===== src/rtl/bf_pkg.sv =====
// Shared BF definitions: opcode values, loader state encoding and the ASCII encoder,
// used by the program loader and the control FSM decoder.
package bf_pkg;

    localparam int unsigned PMAW_DEF = 8;
    localparam int unsigned OPW_DEF  = 4;

    localparam logic [OPW_DEF-1:0] OP_HALT   = OPW_DEF'(0);
    localparam logic [OPW_DEF-1:0] OP_INC_DP = OPW_DEF'(1);
    localparam logic [OPW_DEF-1:0] OP_DEC_DP = OPW_DEF'(2);
    localparam logic [OPW_DEF-1:0] OP_INC_D  = OPW_DEF'(3);
    localparam logic [OPW_DEF-1:0] OP_DEC_D  = OPW_DEF'(4);
    localparam logic [OPW_DEF-1:0] OP_OUT    = OPW_DEF'(5);
    localparam logic [OPW_DEF-1:0] OP_IN     = OPW_DEF'(6);
    localparam logic [OPW_DEF-1:0] OP_JZ     = OPW_DEF'(7);
    localparam logic [OPW_DEF-1:0] OP_JNZ    = OPW_DEF'(8);

    localparam int unsigned STW = 3;
    localparam logic [STW-1:0] ST_LOAD  = STW'(0);
    localparam logic [STW-1:0] ST_WRITE = STW'(1);
    localparam logic [STW-1:0] ST_TERM  = STW'(2);
    localparam logic [STW-1:0] ST_DONE  = STW'(3);
    localparam logic [STW-1:0] ST_ERROR = STW'(4);

    typedef struct packed {
        logic                valid;
        logic [OPW_DEF-1:0]  op;
    } encResult_t;

    // Map one ASCII code to its opcode; anything outside the BF alphabet is invalid.
    function automatic encResult_t encodeChar(input logic [7:0] c);
        encResult_t r;
        r.valid = 1'b1;
        r.op    = OP_HALT;
        case (c)
            8'h3E:   r.op = OP_INC_DP;
            8'h3C:   r.op = OP_DEC_DP;
            8'h2B:   r.op = OP_INC_D;
            8'h2D:   r.op = OP_DEC_D;
            8'h2E:   r.op = OP_OUT;
            8'h2C:   r.op = OP_IN;
            8'h5B:   r.op = OP_JZ;
            8'h5D:   r.op = OP_JNZ;
            default: r.valid = 1'b0;
        endcase
        return r;
    endfunction

endpackage


===== src/rtl/sync_edge.sv =====
// Two-flop synchronizer followed by a registered rising-edge detector:
// one single-cycle pulse per low-to-high transition of asyncIn.
module sync_edge (
    input  logic clock,
    input  logic reset,
    input  logic asyncIn,
    output logic pulse
);

    // [0],[1] synchronize; [2] holds the previous synchronized level
    logic [2:0] syncQ;

    always_ff @(posedge clock or negedge reset) begin
        if (!reset) begin
            syncQ <= 3'b000;
            pulse <= 1'b0;
        end else begin
            syncQ <= {syncQ[1:0], asyncIn};
            pulse <= syncQ[1] & ~syncQ[2];
        end
    end

endmodule


===== src/rtl/bf_program_loader.sv =====
// Encodes switch characters into BF opcodes and writes them to program memory,
// terminated by HALT. Optional bracket checking is enabled with BF_BRACKET_CHECK_EN.
module bf_program_loader
    import bf_pkg::*;
#(
    parameter int unsigned PMAW = PMAW_DEF,
    parameter int unsigned OPW  = OPW_DEF
) (
    input  logic            clock,
    input  logic            reset,
    input  logic [7:0]      char_in,
    input  logic            enter,
    input  logic            finish,
    output logic [PMAW-1:0] pm_addr,
    output logic [OPW-1:0]  pm_data,
    output logic            pm_wren,
    output logic            load_done,
    output logic [PMAW-1:0] prog_len,
    output logic            busy,
    output logic            err_full,
    output logic            err_unbalanced
);

    logic           enterPulse;
    logic           finishPulse;
    logic [STW-1:0] state;
    logic [STW-1:0] stateNxt;
    logic [PMAW-1:0] addrNxt;
    logic [PMAW-1:0] lenNxt;
    logic [OPW-1:0] dataNxt;
    logic           wrenNxt;
    logic           doneNxt;
    logic           busyNxt;
    logic           fullNxt;
    encResult_t     enc;

    sync_edge uEnterSync (
        .clock   (clock),
        .reset   (reset),
        .asyncIn (enter),
        .pulse   (enterPulse)
    );

    sync_edge uFinishSync (
        .clock   (clock),
        .reset   (reset),
        .asyncIn (finish),
        .pulse   (finishPulse)
    );

    assign enc = encodeChar(char_in);

`ifdef BF_BRACKET_CHECK_EN
    logic [PMAW-1:0] depth;
    logic [PMAW-1:0] depthNxt;
    logic            unbal;
    logic            unbalNxt;

    always_ff @(posedge clock or negedge reset) begin
        if (!reset) begin
            depth <= '0;
            unbal <= 1'b0;
        end else begin
            depth <= depthNxt;
            unbal <= unbalNxt;
        end
    end

    assign err_unbalanced = unbal;
`else
    assign err_unbalanced = 1'b0;
`endif

    always_ff @(posedge clock or negedge reset) begin
        if (!reset) begin
            state     <= ST_LOAD;
            pm_addr   <= '0;
            pm_data   <= '0;
            pm_wren   <= 1'b0;
            load_done <= 1'b0;
            prog_len  <= '0;
            busy      <= 1'b0;
            err_full  <= 1'b0;
        end else begin
            state     <= stateNxt;
            pm_addr   <= addrNxt;
            pm_data   <= dataNxt;
            pm_wren   <= wrenNxt;
            load_done <= doneNxt;
            prog_len  <= lenNxt;
            busy      <= busyNxt;
            err_full  <= fullNxt;
        end
    end

    // Next state and next register values; finish takes priority over enter
    always_comb begin
        stateNxt = state;
        addrNxt  = pm_addr;
        dataNxt  = pm_data;
        wrenNxt  = 1'b0;
        doneNxt  = load_done;
        lenNxt   = prog_len;
        busyNxt  = 1'b0;
        fullNxt  = err_full;
`ifdef BF_BRACKET_CHECK_EN
        depthNxt = depth;
        unbalNxt = unbal;
`endif
        case (state)
            ST_LOAD: begin
                if (finishPulse) begin
                    stateNxt = ST_TERM;
                    addrNxt  = prog_len;
                    dataNxt  = OPW'(OP_HALT);
                    wrenNxt  = 1'b1;
                    busyNxt  = 1'b1;
`ifdef BF_BRACKET_CHECK_EN
                    if (unbal || (depth != '0)) begin
                        stateNxt = ST_ERROR;
                        addrNxt  = '0;
                        busyNxt  = 1'b0;
                        unbalNxt = 1'b1;
                    end
`endif
                end else if (enterPulse && enc.valid) begin
                    if (&prog_len) begin
                        fullNxt = 1'b1;
                    end else begin
                        stateNxt = ST_WRITE;
                        addrNxt  = prog_len;
                        dataNxt  = OPW'(enc.op);
                        wrenNxt  = 1'b1;
                        busyNxt  = 1'b1;
`ifdef BF_BRACKET_CHECK_EN
                        if (enc.op == OP_JZ) begin
                            depthNxt = depth + PMAW'(1);
                        end else if (enc.op == OP_JNZ) begin
                            if (depth == '0) unbalNxt = 1'b1;
                            else             depthNxt = depth - PMAW'(1);
                        end
`endif
                    end
                end
            end
            ST_WRITE: begin
                lenNxt   = prog_len + PMAW'(1);
                stateNxt = ST_LOAD;
            end
            ST_TERM: begin
                doneNxt  = 1'b1;
                stateNxt = ST_DONE;
            end
            ST_DONE: begin
                stateNxt = ST_DONE;
            end
`ifdef BF_BRACKET_CHECK_EN
            ST_ERROR: begin
                stateNxt = ST_ERROR;
            end
`endif
            default: stateNxt = ST_LOAD;
        endcase
    end

endmodule


===== config.mk =====
export PLATFORM = sky130hd
export DESIGN_NAME = bf_program_loader
export DESIGN_NICKNAME = d
export VERILOG_FILES = /design/src/rtl/bf_pkg.sv /design/src/rtl/sync_edge.sv /design/src/rtl/bf_program_loader.sv
export SDC_FILE = /design/constraint.sdc
export NUM_CORES = 1
export LEC_CHECK = 0
export ABC_AREA = 1
export CELL_PAD_IN_SITES_DETAIL_PLACEMENT = 1
export CELL_PAD_IN_SITES_GLOBAL_PLACEMENT = 1
export CORE_AREA = 10 10 74 76
export CTS_BUF_LIST = sky130_fd_sc_hd__clkbuf_16
export CTS_CLUSTER_SIZE = 28
export DETAILED_ROUTE_END_ITERATION = 6
export DIE_AREA = 0 0 84 86
export GPL_TIMING_DRIVEN = 0
export PLACE_DENSITY = 0.87
export SYNTH_ARGS = -nofsm -noshare
export SYNTH_HDL_FRONTEND = slang
export SYNTH_SLANG_ARGS = --single-unit

===== constraint.sdc =====
create_clock -name clock -period 3.45 [get_ports clock]
set_clock_uncertainty 0.05 [all_clocks]
set_input_delay 0.8625 -clock clock [delete_from_list [all_inputs] [get_ports clock]]
set_output_delay 0.8625 -clock clock [all_outputs]
set_load 0.02 [all_outputs]

==> flow_summary.ini, run 1 <==
[cts]
cts.reportedPaths.clkPinSlew_ns = 0.05
clock_tree.buffer_depth = 2
hold_buffers = 0
post_cts_resized = 0
clock_insertion_delay_worst_skew_ns = 0.27
clkSinkCount = 33
htree_num_levels = 2
clock_tree.root_cell = sky130_fd_sc_hd__clkbuf_16
cts_tree = done
numCtsBuffers = 5
buffers_inserted_by_post_cts_timing_repair = 0

[power_and_ir_drop]
internal-power_uw = 791
total_power_draw_mw = 1.11
comb_power_share_pct = 21.0
max-vdd-ir-drop_uv = 289
power_density_nw_per_um2 = 546
seqPwrFrac_pct = 43.3
clockPowerShare_pct = 35.6
p_sw_share_pct = 28.8
p_leak_nw = 1.05
p_switching_uw = 320

[layout]
regArea_sq_um = 826
multiInputGateArea_sq_um = 548
most_common_cell_after_layout_fill_and_taps_aside = sky130_fd_sc_hd__nand2_1
syn2layout_area_growth_pct = 36.2
insertedDiodeCount = 0
summed_area_of_non_filler_cells_in_the_final_layout_sq_um = 2030
fillers = 484
final_net_count = 233
drive_above_1_share_pct = 7.27
layout.cells.most_common_list = 55 x sky130_fd_sc_hd__nand2_1, 34 x sky130_fd_sc_hd__clkdlybuf4s50_1, 33 x sky130_fd_sc_hd__dfrtp_1, 26 x sky130_fd_sc_hd__nor2_1, 23 x sky130_fd_sc_hd__inv_1

[grt]
groute.usage.overall_pct = 10.7
antenna_violations_before_repair = 0
grt.overflow.total = 0
grt_start_max_net_pins = 34
vias_in_the_first_global_route = 1333
grt_first_pass_wirelength_mm = 6.40

[logic_synthesis]
post_synth_main_area_contributors = sky130_fd_sc_hd__dfrtp_1 55%, sky130_fd_sc_hd__nand2_1 14%, sky130_fd_sc_hd__nor2_1 6.5%
yosys_warnings = 0
synthesis.instances = 178
distinct_cells_synth = 20
netlist.area_leader.share_pct = 55.3
synthesized_cell_area_sq_um = 1490
syn_area_per_cell_sq_um = 8.39
synth_area_leader = sky130_fd_sc_hd__dfrtp_1
number_of_storage_elements_in_the_synthesis_netlist = 33
mappedNetlistNets = 191
seq_area_frac_synth_pct = 55.3

[timing]
achievable-frequency_ghz = 0.421
slew_violations = 0
timing.final.crit_share_pct = 68.9
max_slew.worst_pin.slew_ns = 0.717
finalSetupTns_ns = 0
fin_worst_hold_slack_ns = 0.300
rsz0062_at_grt = false
relSlewSlack_pct = 52.2
final_period_minus_worst_setup_slack_ns = 2.38
setup_viol_count_final = 0
hold_viol_final = 0

[routing]
routed_via_density = 4.66
wirelength_mm = 3.84
dr_total_vias = 1257
drtPass1Iterations = 4
drtAntennaViolNets = 0
wire_length_per_cell_after_detailed_routing_microns = 14.2
drc_violation_count_after_routing = 0
dr.first_iter.drc_count = 31

[setup_path]
crit_fanout = 10
cp-start-kind = primary input
sort_of_element_at_the_end_of_the_critical_path = flip-flop
critPathSlowestCell = sky130_fd_sc_hd__clkdlybuf4s50_1
crit_type = primary input to flip-flop
ff2ff_path_depth = 10
path_delay_family = simple AND/OR/NAND/NOR gates
largest_stage_delay_on_the_critical_path_ns = 0.51
cp_data_arrival_time_ns = 2.49
worstPathRequired_ns = 3.56
cp.buffers_inverters = 2
critPathMostFrequentCell = sky130_fd_sc_hd__nand2_1
path_cells = clkdlybuf4s50_1 -> nand2_1 -> nor2_1 -> nand2_1 -> nand2_1 -> nor2_1 -> nand2_2 -> nand3_2 -> nand2_2 -> nand2_2 -> buf_6 -> nand2_1 -> nand2_1
critical_path_depth = 13

[placement]
portBuffers = 35
dp_hpwl_mm = 3.03
placed_cell_area_sq_um = 1900
routabilityCongestion = 0.777

[status]
run_status = complete, no violations

[job]
cap_viol_max_count = 0

[floorplanning]
floorplan.io_pins = 37
rows = 23
die-area_sq_um = 7220
core-area_sq_um = 3970
floorplan.die.width_microns = 84
die_height_microns = 86
effective_utilization_at_floorplan_pct = 37.6

[hold_path]
worst_hold_path.num_cells = 0
worst_hold_path_type = flip-flop to flip-flop
## logic make-up after synthesis
| logic type | after synthesis | synth area share, % |
|---|---|---|
| simple gates | 104 | 29.4 |
| flops | 33 | 55.3 |
| buf+inv | 27 | 8.04 |
| xor+xnor | 7 | 4.10 |
| compound gates | 5 | 2.09 |
| fa+ha+maj | 1 | 0.837 |
| other cells | 1 | 0.251 |
## cell usage after synthesis (all sizes together)
cell	n
nand2	58
dfrtp	33
nor2	26
inv	22
nand3	14
xor2	7
buf	4
nor3	3
o21ai	3
nand3b	2
a31o	1
clkbuf	1
conb	1
ha	1
nand4	1
o21bai	1
## layout make-up
class                           count  area share [%]
Clock inverter                      2           0.369
Multi-Input combinational cell    118            26.9
Timing Repair Buffer               35            17.0
Buffer                              5            1.85
Tap cell                           50            3.08
Clock buffer                        5            6.15
Sequential cell                    33            40.6
Inverter                           22            4.06
## metal layers
layer	track usage (%)	vias to the layer above	wire (microns)
li1	-	622	-
met1	11.5	606	1610
met2	18.5	23	1970
met3	4.45	6	217
met4	4.11	0	46
met5	0	-	0
## flip-flops by register name (all words and copies together) (netlist names)
name               flops
prog_len               8
uEnterSync.pulse       1
err_full               1
pm_addr                8
state                  2
load_done              1
uFinishSync.pulse      1
uFinishSync.syncQ      3
uEnterSync.syncQ       3
busy                   1
pm_data                4
## power by group through the flow
stage	registers (mW)	clock network, mW	logic [mW]
floorplan	0.519	0	0.0708
global placement	0.483	0	0.228
detailed placement	0.486	0	0.235
CTS	0.480	0.405	0.238
global route	0.485	0.424	0.253
finish	0.481	0.396	0.234
## worst register-to-register path, cell delays in order, from the launching register on
cell and delay (ns):
sky130_fd_sc_hd__dfrtp_1 0.45, sky130_fd_sc_hd__ha_1 0.24, sky130_fd_sc_hd__nand2_1 0.09, sky130_fd_sc_hd__nor2_1 0.04
sky130_fd_sc_hd__nand2_1 0.07, sky130_fd_sc_hd__nand3_2 0.10, sky130_fd_sc_hd__nand2_2 0.08, sky130_fd_sc_hd__nand2_2 0.09
sky130_fd_sc_hd__buf_6 0.16, sky130_fd_sc_hd__nand2_1 0.08, sky130_fd_sc_hd__nand2_1 0.05
## metrics by stage
step                      util, %  instances  setup slack [ns]
after floorplan                 -        178              1.53
after global placement       48.0        263             0.834
after detailed placement     47.9        263             0.803
after CTS                    51.2        270              1.07
after global routing         51.2        270             0.879
final                        51.2        270              1.07
## worst paths after layout
path                                      start              endpoint  slack, ns
min in group asynchronous                 reset            pm_addr[4]       0.59
hold reg to reg            uFinishSync.syncQ[0]  uFinishSync.syncQ[1]       0.30
max in group asynchronous                 reset  uFinishSync.syncQ[0]       2.29
setup reg to reg                    prog_len[0]            pm_addr[0]       1.84
hold / removal             uFinishSync.syncQ[0]  uFinishSync.syncQ[1]       0.30
setup / recovery                     char_in[3]            pm_addr[0]       1.07
Power figures use the tool's default switching activity.
==> run 2: changes to the inputs <==
Settings changed: CORE_AREA 10 10 74 76 to 10 10 77 79, DIE_AREA 0 0 84 86 to 0 0 87 89, PLACE_DENSITY 0.87 to 0.81.
Clock period 3.45 ns to 2.2 ns, I/O delays scaled along.
==> run 2 against run 1 <==
Utilization shrank 5.0 points. Sequential cell count is the same. Combinational power grew 56%.
==> flow_summary.ini, run 2 (same netlist as run 1, synthesis figures left out) <==
[timing]
fin_ws_ns = 0.166
max_slew.worst_pin.slew_ns = 0.730
timing.final.crit_share_pct = 92.4
final_period_minus_worst_setup_slack_ns = 2.03
slew_violations = 0
hold_viol_final = 0
setup_viol_count_final = 0
rsz0062_at_grt = false
relSlewSlack_pct = 51.4
achievable-frequency_ghz = 0.492

[layout]
most_common_cell_after_layout_fill_and_taps_aside = sky130_fd_sc_hd__nand2_1
drive_above_1_share_pct = 11.3
final_net_count = 233
layout.cells.most_common_list = 53 x sky130_fd_sc_hd__nand2_1, 33 x sky130_fd_sc_hd__dfrtp_1, 31 x sky130_fd_sc_hd__clkdlybuf4s50_1, 22 x sky130_fd_sc_hd__inv_1, 21 x sky130_fd_sc_hd__nor2_1
syn2layout_area_growth_pct = 40.2
insertedDiodeCount = 0
summed_area_of_non_filler_cells_in_the_final_layout_sq_um = 2090
layout_top_registers = pm_addr x8, prog_len x8, pm_data x4
fillers = 541

[floorplanning]
rows = 25
core-area_sq_um = 4540
floorplan.die.width_microns = 87
floorplan.io_pins = 37
die-area_sq_um = 7740
die_height_microns = 89
effective_utilization_at_floorplan_pct = 32.9

[routing]
dr_total_vias = 1262
drtAntennaViolNets = 0
routed_via_density = 4.59
drtPass1Iterations = 4
wirelength_mm = 3.76
wire_length_per_cell_after_detailed_routing_microns = 13.7
dr.first_iter.drc_count = 19
drc_violation_count_after_routing = 0

[setup_path]
ff2ff_path_depth = 10
crit_fanout = 6
reg2reg_to = pm_addr[7]
cp-start-kind = flip-flop
largest_stage_delay_on_the_critical_path_ns = 0.69
cp.buffers_inverters = 1
worstPathRequired_ns = 1.60
path_cells = clkdlybuf4s50_1
sort_of_element_at_the_end_of_the_critical_path = output port
critPathSlowestCell = sky130_fd_sc_hd__clkdlybuf4s50_1
rrSetupSlack_ns = 0.58
crit-reg2reg-launch = prog_len[3]
cp_data_arrival_time_ns = 1.43
crit_type = flip-flop to output port
path_delay_family = buffers and inverters

[cts]
clock_insertion_delay_worst_skew_ns = 0.27
cts.reportedPaths.clkPinSlew_ns = 0.05
numCtsBuffers = 5
buffers_inserted_by_post_cts_timing_repair = 0
htree_num_levels = 2
clkSinkCount = 33
cts_tree = done
clock_tree.buffer_depth = 2
clock_tree.root_cell = sky130_fd_sc_hd__clkbuf_16

[power_and_ir_drop]
seqPwrFrac_pct = 40.1
p_leak_nw = 1.09
p_sw_share_pct = 27.3
power_density_nw_per_um2 = 894
comb_power_share_pct = 19.5
clockPowerShare_pct = 40.4
internal-power_mw = 1.36
p_switching_uw = 512
total_power_draw_mw = 1.87
max-vdd-ir-drop_uv = 406

[grt]
antenna_violations_before_repair = 0
grt_first_pass_wirelength_mm = 6.46
vias_in_the_first_global_route = 1359
grt.overflow.total = 0
grt_start_max_net_pins = 34
groute.usage.overall_pct = 10.5

[job]
cap_viol_max_count = 0

[placement]
place_ws_ns = -0.129
portBuffers = 35
routabilityCongestion = 0.767
placed_cell_area_sq_um = 1910
dp_hpwl_mm = 2.79

[status]
run_status = complete, no violations

[hold_path]
worst_hold_path_type = primary input to async pin
## run 2: cell count changes in the layout (fill, tap and decap cells not counted), sizes merged
cell / delta
clkdlybuf4s50: -3
dlymetal6s2s: +3
bufinv: +1
## run 2: metal layers
layer	vias up	track usage (%)	routed length [microns]
li1	626	-	-
met1	606	11.9	1500
met2	23	17.6	1950
met3	7	3.74	228
met4	0	4.12	77
met5	-	0	0
## run 2: power groups by stage
stage / Sequential (mW) / Clock (mW) / Combinational [mW]
floorplan: 0.814 / 0 / 0.111
global placement: 0.754 / 0 / 0.358
detailed placement: 0.759 / 0 / 0.367
CTS: 0.751 / 0.777 / 0.371
global route: 0.765 / 0.805 / 0.404
finish: 0.752 / 0.756 / 0.365
## run 2: how the worst max path moves through the flow
stage / depth (start not counted) / slack (ns) / endpoint / from
global route: 13 / 0.003 / pm_addr[0] / char_in[3]
finish: 1 / 0.17 / prog_len[6] / prog_len[6]
CTS: 13 / 0.14 / pm_addr[7] / char_in[3]
detailed placement: 13 / -0.13 / pm_addr[7] / char_in[3]
global placement: 1 / -0.10 / uFinishSync.syncQ[0] / reset
floorplan: 13 / 0.59 / pm_addr[6] / char_in[2]
## run 2: area by class of cell
class | count | area [sq um] | share of cell area, %
Buffer | 5 | 37.5 | 1.79
Clock inverter | 3 | 37.5 | 1.79
Multi-Input combinational cell | 118 | 566 | 27.0
Tap cell | 54 | 67.6 | 3.23
Sequential cell | 33 | 826 | 39.4
Clock buffer | 5 | 125 | 5.97
Inverter | 22 | 82.6 | 3.94
Timing Repair Buffer | 35 | 353 | 16.8
## run 2: repair_timing
item / in CTS / in global routing
setup endpoints to repair: 0 / 10
hold buffers: 0 / 0
gates resized for setup: 0 / 11
## run 2: worst register-to-register path: cells and delay by family (launching register included)
| kind | cells | cell delay, ns |
|---|---|---|
| buf+inv | 2 | 0.29 |
| flops | 1 | 0.41 |
| simple gates | 8 | 0.75 |
## run 2: per-stage QoR
| stage | setup TNS (ns) | utilization, % | hold WS, ns | std cells |
|---|---|---|---|---|
| 6_report | 0 | 46.2 | 0.284 | 275 |
| 5_1_grt | 0 | 46.2 | 0.315 | 275 |
| 4_1_cts | 0 | 45.6 | 0.303 | 275 |
| 3_5_place_dp | -1.25 | 42.0 | 0.291 | 267 |
| 3_3_place_gp | -4.10 | 42.2 | 0.284 | 267 |
| 2_1_floorplan | 0 | - | 0.204 | 178 |
